File: config.mk
export PLATFORM = sky130hd
export DESIGN_NAME = text_write_controller
export DESIGN_NICKNAME = d
export VERILOG_FILES = /design/src/rtl/text_write_controller.sv
export SDC_FILE = /design/constraint.sdc
export NUM_CORES = 1
export LEC_CHECK = 0
export CAP_MARGIN = 5
export CELL_PAD_IN_SITES_DETAIL_PLACEMENT = 1
export CELL_PAD_IN_SITES_GLOBAL_PLACEMENT = 2
export CORE_MARGIN = 8
export CORE_UTILIZATION = 30
export CTS_CLUSTER_SIZE = 14
export DETAILED_ROUTE_END_ITERATION = 10
export GPL_ROUTABILITY_DRIVEN = 1
export PLACE_DENSITY_LB_ADDON = 0.1
export SLEW_MARGIN = 20
export SYNTH_ARGS = -nofsm -noshare
export SYNTH_HDL_FRONTEND = slang
export SYNTH_SLANG_ARGS = --single-unit
File: constraint.sdc
create_clock -name clk -period 2.2 [get_ports clk]
set_input_delay 0.66 -clock clk [delete_from_list [all_inputs] [get_ports clk]]
set_output_delay 0.66 -clock clk [all_outputs]
set_load 0.01 [all_outputs]
File: src/rtl/text_write_controller.sv
// Text-mode write controller: turns a character stream into text-buffer writes
// with cursor tracking and a full-screen clear sweep. Optional CURSOR_BLINK_EN adds cursor_on.
module text_write_controller #(
    parameter int unsigned COLS       = 80,
    parameter int unsigned ROWS       = 30,
    parameter logic [6:0]  BLANK_CHAR = 7'h20,
    parameter int unsigned BLINK_DIV  = 25_000_000
) (
    input  logic       clk,
    input  logic       reset,
    input  logic       in_valid,
    input  logic [6:0] in_char,
    output logic       in_ready,
    input  logic       clear_req,
    output logic       wr_en,
    output logic [6:0] wr_x,
    output logic [4:0] wr_y,
    output logic [6:0] wr_char,
    output logic [6:0] cursor_x,
    output logic [4:0] cursor_y,
`ifdef CURSOR_BLINK_EN
    output logic       cursor_on,
`endif
    output logic       busy
);

    localparam logic [6:0] LAST_COL = 7'(COLS - 1);
    localparam logic [4:0] LAST_ROW = 5'(ROWS - 1);

    if (BLINK_DIV == 0) begin : g_bad_blink_div
        $error("BLINK_DIV must be nonzero");
    end

    typedef enum logic {IDLE, CLEAR} state_t;

    state_t     state;
    logic [6:0] sweep_x;
    logic [4:0] sweep_y;
    logic [6:0] adv_x, bs_x;
    logic [4:0] adv_y, nl_y, bs_y;

    assign in_ready = (state == IDLE) && !clear_req;
    assign busy     = (state == CLEAR);

    // Candidate cursor positions for advance, newline and backspace, all wrapping explicitly.
    always_comb begin
        nl_y = (cursor_y == LAST_ROW) ? '0 : cursor_y + 5'd1;
        if (cursor_x == LAST_COL) begin
            adv_x = '0;
            adv_y = nl_y;
        end else begin
            adv_x = cursor_x + 7'd1;
            adv_y = cursor_y;
        end
        if (cursor_x != '0) begin
            bs_x = cursor_x - 7'd1;
            bs_y = cursor_y;
        end else if (cursor_y != '0) begin
            bs_x = LAST_COL;
            bs_y = cursor_y - 5'd1;
        end else begin
            bs_x = '0;
            bs_y = '0;
        end
    end

    always_ff @(posedge clk or negedge reset) begin
        if (!reset) begin
            state    <= CLEAR;
            sweep_x  <= '0;
            sweep_y  <= '0;
            wr_en    <= 1'b0;
            wr_x     <= '0;
            wr_y     <= '0;
            wr_char  <= BLANK_CHAR;
            cursor_x <= '0;
            cursor_y <= '0;
        end else begin
            wr_en <= 1'b0;
            case (state)
                IDLE: begin
                    if (clear_req) begin
                        state   <= CLEAR;
                        sweep_x <= '0;
                        sweep_y <= '0;
                    end else if (in_valid) begin
                        if (in_char inside {[7'h20:7'h7E]}) begin
                            wr_en    <= 1'b1;
                            wr_x     <= cursor_x;
                            wr_y     <= cursor_y;
                            wr_char  <= in_char;
                            cursor_x <= adv_x;
                            cursor_y <= adv_y;
                        end else if (in_char == 7'h0D || in_char == 7'h0A) begin
                            cursor_x <= '0;
                            cursor_y <= nl_y;
                        end else if (in_char == 7'h08 || in_char == 7'h7F) begin
                            wr_en    <= 1'b1;
                            wr_x     <= bs_x;
                            wr_y     <= bs_y;
                            wr_char  <= BLANK_CHAR;
                            cursor_x <= bs_x;
                            cursor_y <= bs_y;
                        end
                    end
                end
                CLEAR: begin
                    wr_en   <= 1'b1;
                    wr_x    <= sweep_x;
                    wr_y    <= sweep_y;
                    wr_char <= BLANK_CHAR;
                    if (sweep_x == LAST_COL) begin
                        sweep_x <= '0;
                        if (sweep_y == LAST_ROW) begin
                            sweep_y  <= '0;
                            cursor_x <= '0;
                            cursor_y <= '0;
                            state    <= IDLE;
                        end else begin
                            sweep_y <= sweep_y + 5'd1;
                        end
                    end else begin
                        sweep_x <= sweep_x + 7'd1;
                    end
                end
                default: state <= CLEAR;
            endcase
        end
    end

`ifdef CURSOR_BLINK_EN
    logic [31:0] blink_cnt;

    // Held dark while clearing or about to clear; any accepted character shows it solid.
    always_ff @(posedge clk or negedge reset) begin
        if (!reset) begin
            blink_cnt <= '0;
            cursor_on <= 1'b0;
        end else if (state == CLEAR || clear_req) begin
            blink_cnt <= '0;
            cursor_on <= 1'b0;
        end else if (in_valid) begin
            blink_cnt <= '0;
            cursor_on <= 1'b1;
        end else if (blink_cnt == 32'(BLINK_DIV - 1)) begin
            blink_cnt <= '0;
            cursor_on <= !cursor_on;
        end else begin
            blink_cnt <= blink_cnt + 32'd1;
        end
    end
`endif

endmodule
==> results of run 1 <==
-- kinds of logic after synthesis --
group	Yosys count	share of synthesized area, %
DFF	45	36.3
and+or+nand+nor	145	25.4
buffers and inverters	33	5.35
adders and majority gates	8	3.22
AOI/OAI and AO/OA	121	27.5
muxes	4	1.41
xor gates and xnor gates	3	0.846
-- cell type report --
class | count | area [sq um] | area share (%)
multi-input combinational | 281 | 2060 | 43.8
timing repair buffer | 142 | 1170 | 24.9
inverter | 13 | 48.8 | 1.04
clock inverter | 3 | 50.0 | 1.06
clock buffer | 5 | 68.8 | 1.46
sequential | 45 | 1130 | 24.1
tap | 136 | 170 | 3.62
-- through the flow --
stage / setup WS, ns / TNS, ns / cell area, sq um / util (%)
after detailed placement: -0.624 / -16.16 / 4240 / 41.7
after CTS: -0.0313 / -0.0511 / 4510 / 44.3
final: -0.0118 / -0.0118 / 4700 / 46.2
after global routing: -0.0737 / -0.308 / 4700 / 46.2
after floorplan: 0.00390 / 0 / 3110 / -
after global placement: -0.584 / -15.05 / 4240 / 41.7
-- cell usage after synthesis (all sizes together) (4+ instances only) --
cell    count  share of area, %
a211oi      6               1.6
a21oi      21               3.7
a22oi       6               1.4
a31oi       7               1.4
and3        5               1.0
buf         8               1.7
clkbuf     12               2.1
dfrtp      43                35
ha          8               3.2
inv        13               1.6
nand2      45               5.4
nand3      15               2.4
nand4       5               1.0
nor2       22               2.7
nor3       12               2.1
nor4        5               1.6
nor4b       4               1.1
o211ai      7               1.7
o21ai      23               3.8
o22ai       9               1.8
o31ai      10               2.6
or2         4              0.89
or3         4              0.97
or4         4              0.97
-- sequential cells by signal (all words and copies together), names as in the netlist --
register / flops
busy: 1
cursor_x: 7
cursor_y: 5
sweep_x: 7
sweep_y: 5
wr_char: 7
wr_en: 1
wr_x: 7
wr_y: 5
-- worst max-delay path by stage --
stage | end | cells past startpoint
after CTS | cursor_y[0] | 9
after global routing | wr_x[6] | 8
after detailed placement | wr_x[2] | 8
after global placement | cursor_y[0] | 6
after floorplan | wr_y[0] | 8
final | wr_x[0] | 7
-- routing by layer --
metal	part of all wire (%)	track usage (%)
met1	47	24.1
met2	48	29.8
met3	3.8	3.12
met4	1.6	5.28
met5	0	0
-- timing repair --
action	CTS	global route
setup buffers	5	8
gates resized for setup	36	34
endpoints found under the hold margin	0	0
setup endpoints to repair	32	19
cloned	0	0
pin swaps	12	16
-- critical path, cell delays in order, from the launching register on --
cell and delay, ns:
dfrtp_2 0.42, inv_2 0.08, ha_4 0.13, or3b_4 0.41, or3_4 0.41, a21oi_2 0.27
a211oi_2 0.12, o31ai_1 0.27
-- where the power goes --
part | switching, mW | internal (mW)
registers | 0.00502 | 0.833
logic | 0.184 | 0.147
clock network | 0.342 | 0.349
total | 0.530 | 1.33
==> metrics, run 1 <==
cts hold-fix bufs 0; CTS clk-pin slew, worst paths 0.10 ns; Detailed Route WL around 13 mm; # rows 37; critical setup path kind reg -> reg; Port Buffer Count 44; VDD IR max roughly 0.00025 V; fmax between 400 and 500 MHz; Congestion Overflow GR 0; Setup crit end kind flop; die area between 10000 and 15000 sq um; Syn Nets approximately 380; commonest cells after routing, fill and taps aside buf_4 (94), nand2_1 (45), dfrtp_1 (41); EDFF count, synth 0; Pleak ~2 nW; YS warnings 0; die width between 100 and 150 microns; most common cell after layout, fill and taps aside buf_4; Hold WC Path Type in -> async; synthesized flop and latch total 45; CTS HTree Levels 2; number of fill cells in the layout around 1200; Max Clock Skew approximately 0.011 ns; Mapped Area between 3000 and 4000 sq um; final std cells w/o fill 625; Root Buffer Master clkbuf_8; Critical Path Start Type flop; Slew @ Worst Pin 0.519 ns; CTS tree yes; area delta synth->final 51.2%; vias in the first global route ~3700; ANT cells 0; syn avg cell area around 8.7 sq um; final net count approximately 500; Slew Limit Fails 0; core area 10200 sq um; status finished with violations; Final Cycle Share 101%; Pre-antenna DRT Iters 4; register area share after synthesis between 30% and 40%; R2R depth 7; max-cap viol count 0; pwr dens between 300 and 400 nW/um^2; share of layout cells above drive strength 1 36.6%; CTS buffer count 5; async set or reset register ratio after synthesis 100%; Primary FF master, synth dfrtp_1; worst r2r src cursor_x[0]; All-Layer GR Usage between 10% and 20%; antenna-violating nets left 0; Setup crit start cursor_x[0]; Final Setup Violations 1; slew margin rel. 65.4%; 1st-iter DRT viols 184; Min Clock Period, post-route between 2 and 2.5 ns; Inst Count DP between 600 and 700; IO Pins 45; crit-path max FO 6; Distinct cells, synth 76; failing checks negative setup slack; setup slack, reg-to-reg -0.01 ns; critical path arrival approximately 2.4 ns; RR Endpoint wr_x[0]; Final Hold Viols 0; Sink Count 45; drt drc 0; RSZ-0062 raised after global routing yes; Avg WL per Cell approximately 20 microns; Skew-Pair Late Insertion Delay 0.31 ns; total power between 1.5 and 2 mW; Die Ht approximately 120 microns; Vias between 3000 and 4000; setup ws final -0.0118 ns; largest net degree at the start of global routing 40; Starting Density 30.5%; initial antenna violation count 0; hold slack ~0.30 ns; Clock Path Buffers 2; vias per cell 5.48; Detail Placement HPWL between 9 and 10 mm; cell count after synthesis 359; first-pass GRT wire length between 20 and 25 mm; Worst EP required ~2.4 ns; GP Congestion 0.920
Note: power is estimated with default switching activity, not from simulation.
==> run 2: changes to the inputs <==
--- a/config.mk
+++ b/config.mk
@@ -5,7 +5,6 @@
 export SDC_FILE = /design/constraint.sdc
 export NUM_CORES = 1
 export LEC_CHECK = 0
-export CAP_MARGIN = 5
 export CELL_PAD_IN_SITES_DETAIL_PLACEMENT = 1
 export CELL_PAD_IN_SITES_GLOBAL_PLACEMENT = 2
 export CORE_MARGIN = 8
@@ -14,6 +13,7 @@
 export DETAILED_ROUTE_END_ITERATION = 10
 export GPL_ROUTABILITY_DRIVEN = 1
 export PLACE_DENSITY_LB_ADDON = 0.1
+export SETUP_SLACK_MARGIN = 0.3
 export SLEW_MARGIN = 20
 export SYNTH_ARGS = -nofsm -noshare
 export SYNTH_HDL_FRONTEND = slang
==> run 2 against run 1 <==
  * The run now ends clean
  * Largest power group unchanged
  * First-iteration DRC count increased by 1.6%
  * Clock power decreased by 13%
  * Via count increased by 5.6%
  * Maximum frequency increased by 1.3%
  * Global-route usage increased by 1.4 points
  * Critical path depth increased by 4
  * Wire length increased by 8.9%
  * Clock skew increased by 0.010 ns
==> metrics, run 2 (same netlist as run 1, synthesis figures left out) <==
core area 10200 sq um (unchanged); Skew-Pair Late Insertion Delay 0.32 ns (about the same); Final Setup Violations 0 (-1); antenna-violating nets left 0 (unchanged); GP Congestion 0.914 (-0.70%); first-pass GRT wire length 21.8 mm (+6.6%); Critical Path Start Type flop; Setup crit end kind flop; CTS clk-pin slew, worst paths 0.12 ns (+0.02 ns); CTS HTree Levels 2 (unchanged); die width 118 microns (unchanged); Inst Count DP 611 (+0.99%); vias in the first global route 3852 (+5.2%); Pre-antenna DRT Iters 4 (unchanged); Hold WC Path Type in -> async; pwr dens 358 nW/um^2 (-9.4%); Final Hold Viols 0 (unchanged); Max Clock Skew 0.0213 ns (+0.0102 ns); critical setup path kind reg -> reg; Slew @ Worst Pin 0.636 ns (+0.117 ns); critical path arrival 2.40 ns (-0.03 ns); crit-path max FO 4 (-2); largest net degree at the start of global routing 38 (-5.0%); fmax 458 MHz (+1.3%); area delta synth->final 64.8%; VDD IR max 0.000209 V (-15%); Slew Limit Fails 0 (unchanged); max-cap viol count 0 (unchanged); Clock Path Buffers 2 (unchanged); Port Buffer Count 44 (unchanged); setup ws final 0.0173 ns (+0.0290 ns); # rows 37 (unchanged); ANT cells 0 (unchanged); Post-DP Area 4440 sq um (+4.7%); final std cells w/o fill 645 (+3.2%); CTS tree yes; Setup crit start cursor_x[0]; Die Ht 118 microns (unchanged); 1st-iter DRT viols 187 (+1.6%); most common cell after layout, fill and taps aside buf_4; initial antenna violation count 0 (unchanged); status completed; Detail Placement HPWL 9.86 mm (+2.5%); Setup WS pre-CTS -0.739 ns (-0.115 ns); vias per cell 5.60 (+2.3%); CTS buffer count 5 (unchanged); Worst EP required 2.42 ns (about the same); IO Pins 45 (unchanged); Root Buffer Master clkbuf_8; R2R depth 11 (+4); setup slack, reg-to-reg 0.02 ns (+0.03 ns); Detailed Route WL 13.8 mm (+8.9%); slew margin rel. 57.0% (-8.4 points); worst r2r src cursor_x[0]; Sink Count 45 (unchanged); Vias 3615 (+5.6%); share of layout cells above drive strength 1 44.8% (+8.2 points); Starting Density 30.5% (unchanged); fin util 50.3% (+4.1 points); Min Clock Period, post-route 2.18 ns (-0.0290 ns); Avg WL per Cell 21.3 microns (+5.6%); All-Layer GR Usage 19.6% (+1.4 points); drt drc 0 (unchanged); Pleak 2.26 nW (+16%); post-route cell area 5120 sq um (+8.9%); RSZ-0062 raised after global routing yes; commonest cells after routing, fill and taps aside buf_4 (95), nand2_1 (42), dfrtp_1 (38); RR Endpoint cursor_x[0]; die area 13900 sq um (unchanged); Final Cycle Share 99.2% (-1.3 points); final net count 527 (+3.9%); Congestion Overflow GR 0 (unchanged)
[run 2: cell count changes in the layout (fill, tap and decap cells not counted), moves of 5 or more]
cell	before	now
buf_6	4	20
dlymetal6s2s_1	0	10
dlygate4sd2_1	5	19
buf_12	0	5
clkdlybuf4s50_1	34	4
[run 2: metrics by stage]
step | TNS [ns] | hold slack [ns] | total power, mW
2_1_floorplan | 0 | 0.364 | 0.989
3_3_place_gp | -14.66 | 0.513 | 1.17
3_5_place_dp | -16.88 | 0.530 | 1.18
4_1_cts | 0 | 0.287 | 1.82
5_1_grt | -0.239 | 0.294 | 1.90
6_report | 0 | 0.291 | 1.84
[run 2: metal layers]
metal	GRT usage, %	up-vias	part of all wire [%]	routed length [microns]
li1	-	1662	-	-
met1	25.2	1851	44	6090
met2	32.7	84	49	6780
met3	3.31	18	4.4	609
met4	6.49	0	2.0	280
met5	0	-	0	0
[run 2: area by class of cell]
cell class / instances / area (sq um)
fill: 1188 / 5060
tap: 136 / 170
clock buffer: 6 / 82.6
sequential: 45 / 1130
inverter: 13 / 51.3
timing repair buffer: 161 / 1440
clock inverter: 2 / 16.3
multi-input combinational: 282 / 2230
[run 2: how the worst max path moves through the flow]
| stage | endpoint | cells after the start |
|---|---|---|
| 3_5_place_dp | wr_x[6] | 8 |
| 5_1_grt | cursor_x[0] | 11 |
| 6_report | cursor_x[0] | 11 |
| 2_1_floorplan | cursor_y[4] | 6 |
| 4_1_cts | busy | 1 |
| 3_3_place_gp | wr_x[2] | 8 |
[run 2: timing repair]
item,CTS,global route
buffers inserted,21,4
cloned,1,0
endpoints found under the setup margin,56,44
resized for setup,115,42
hold buffers,0,0
pin swaps,28,21
[run 2: critical path: stages, from the launching register on]
cell       delay [ns]
dfrtp_2          0.43
inv_2            0.08
ha_4             0.13
or3b_4           0.39
buf_6            0.15
nor4_4           0.22
buf_6            0.16
buf_6            0.12
a21oi_2          0.05
buf_4            0.13
a2bb2oi_2        0.13
o2bb2ai_1        0.08
[run 2: power breakdown]
part / internal (mW) / switching [mW]
clock: 0.260 / 0.341
combinational: 0.187 / 0.211
sequential: 0.833 / 0.00404
total: 1.28 / 0.556
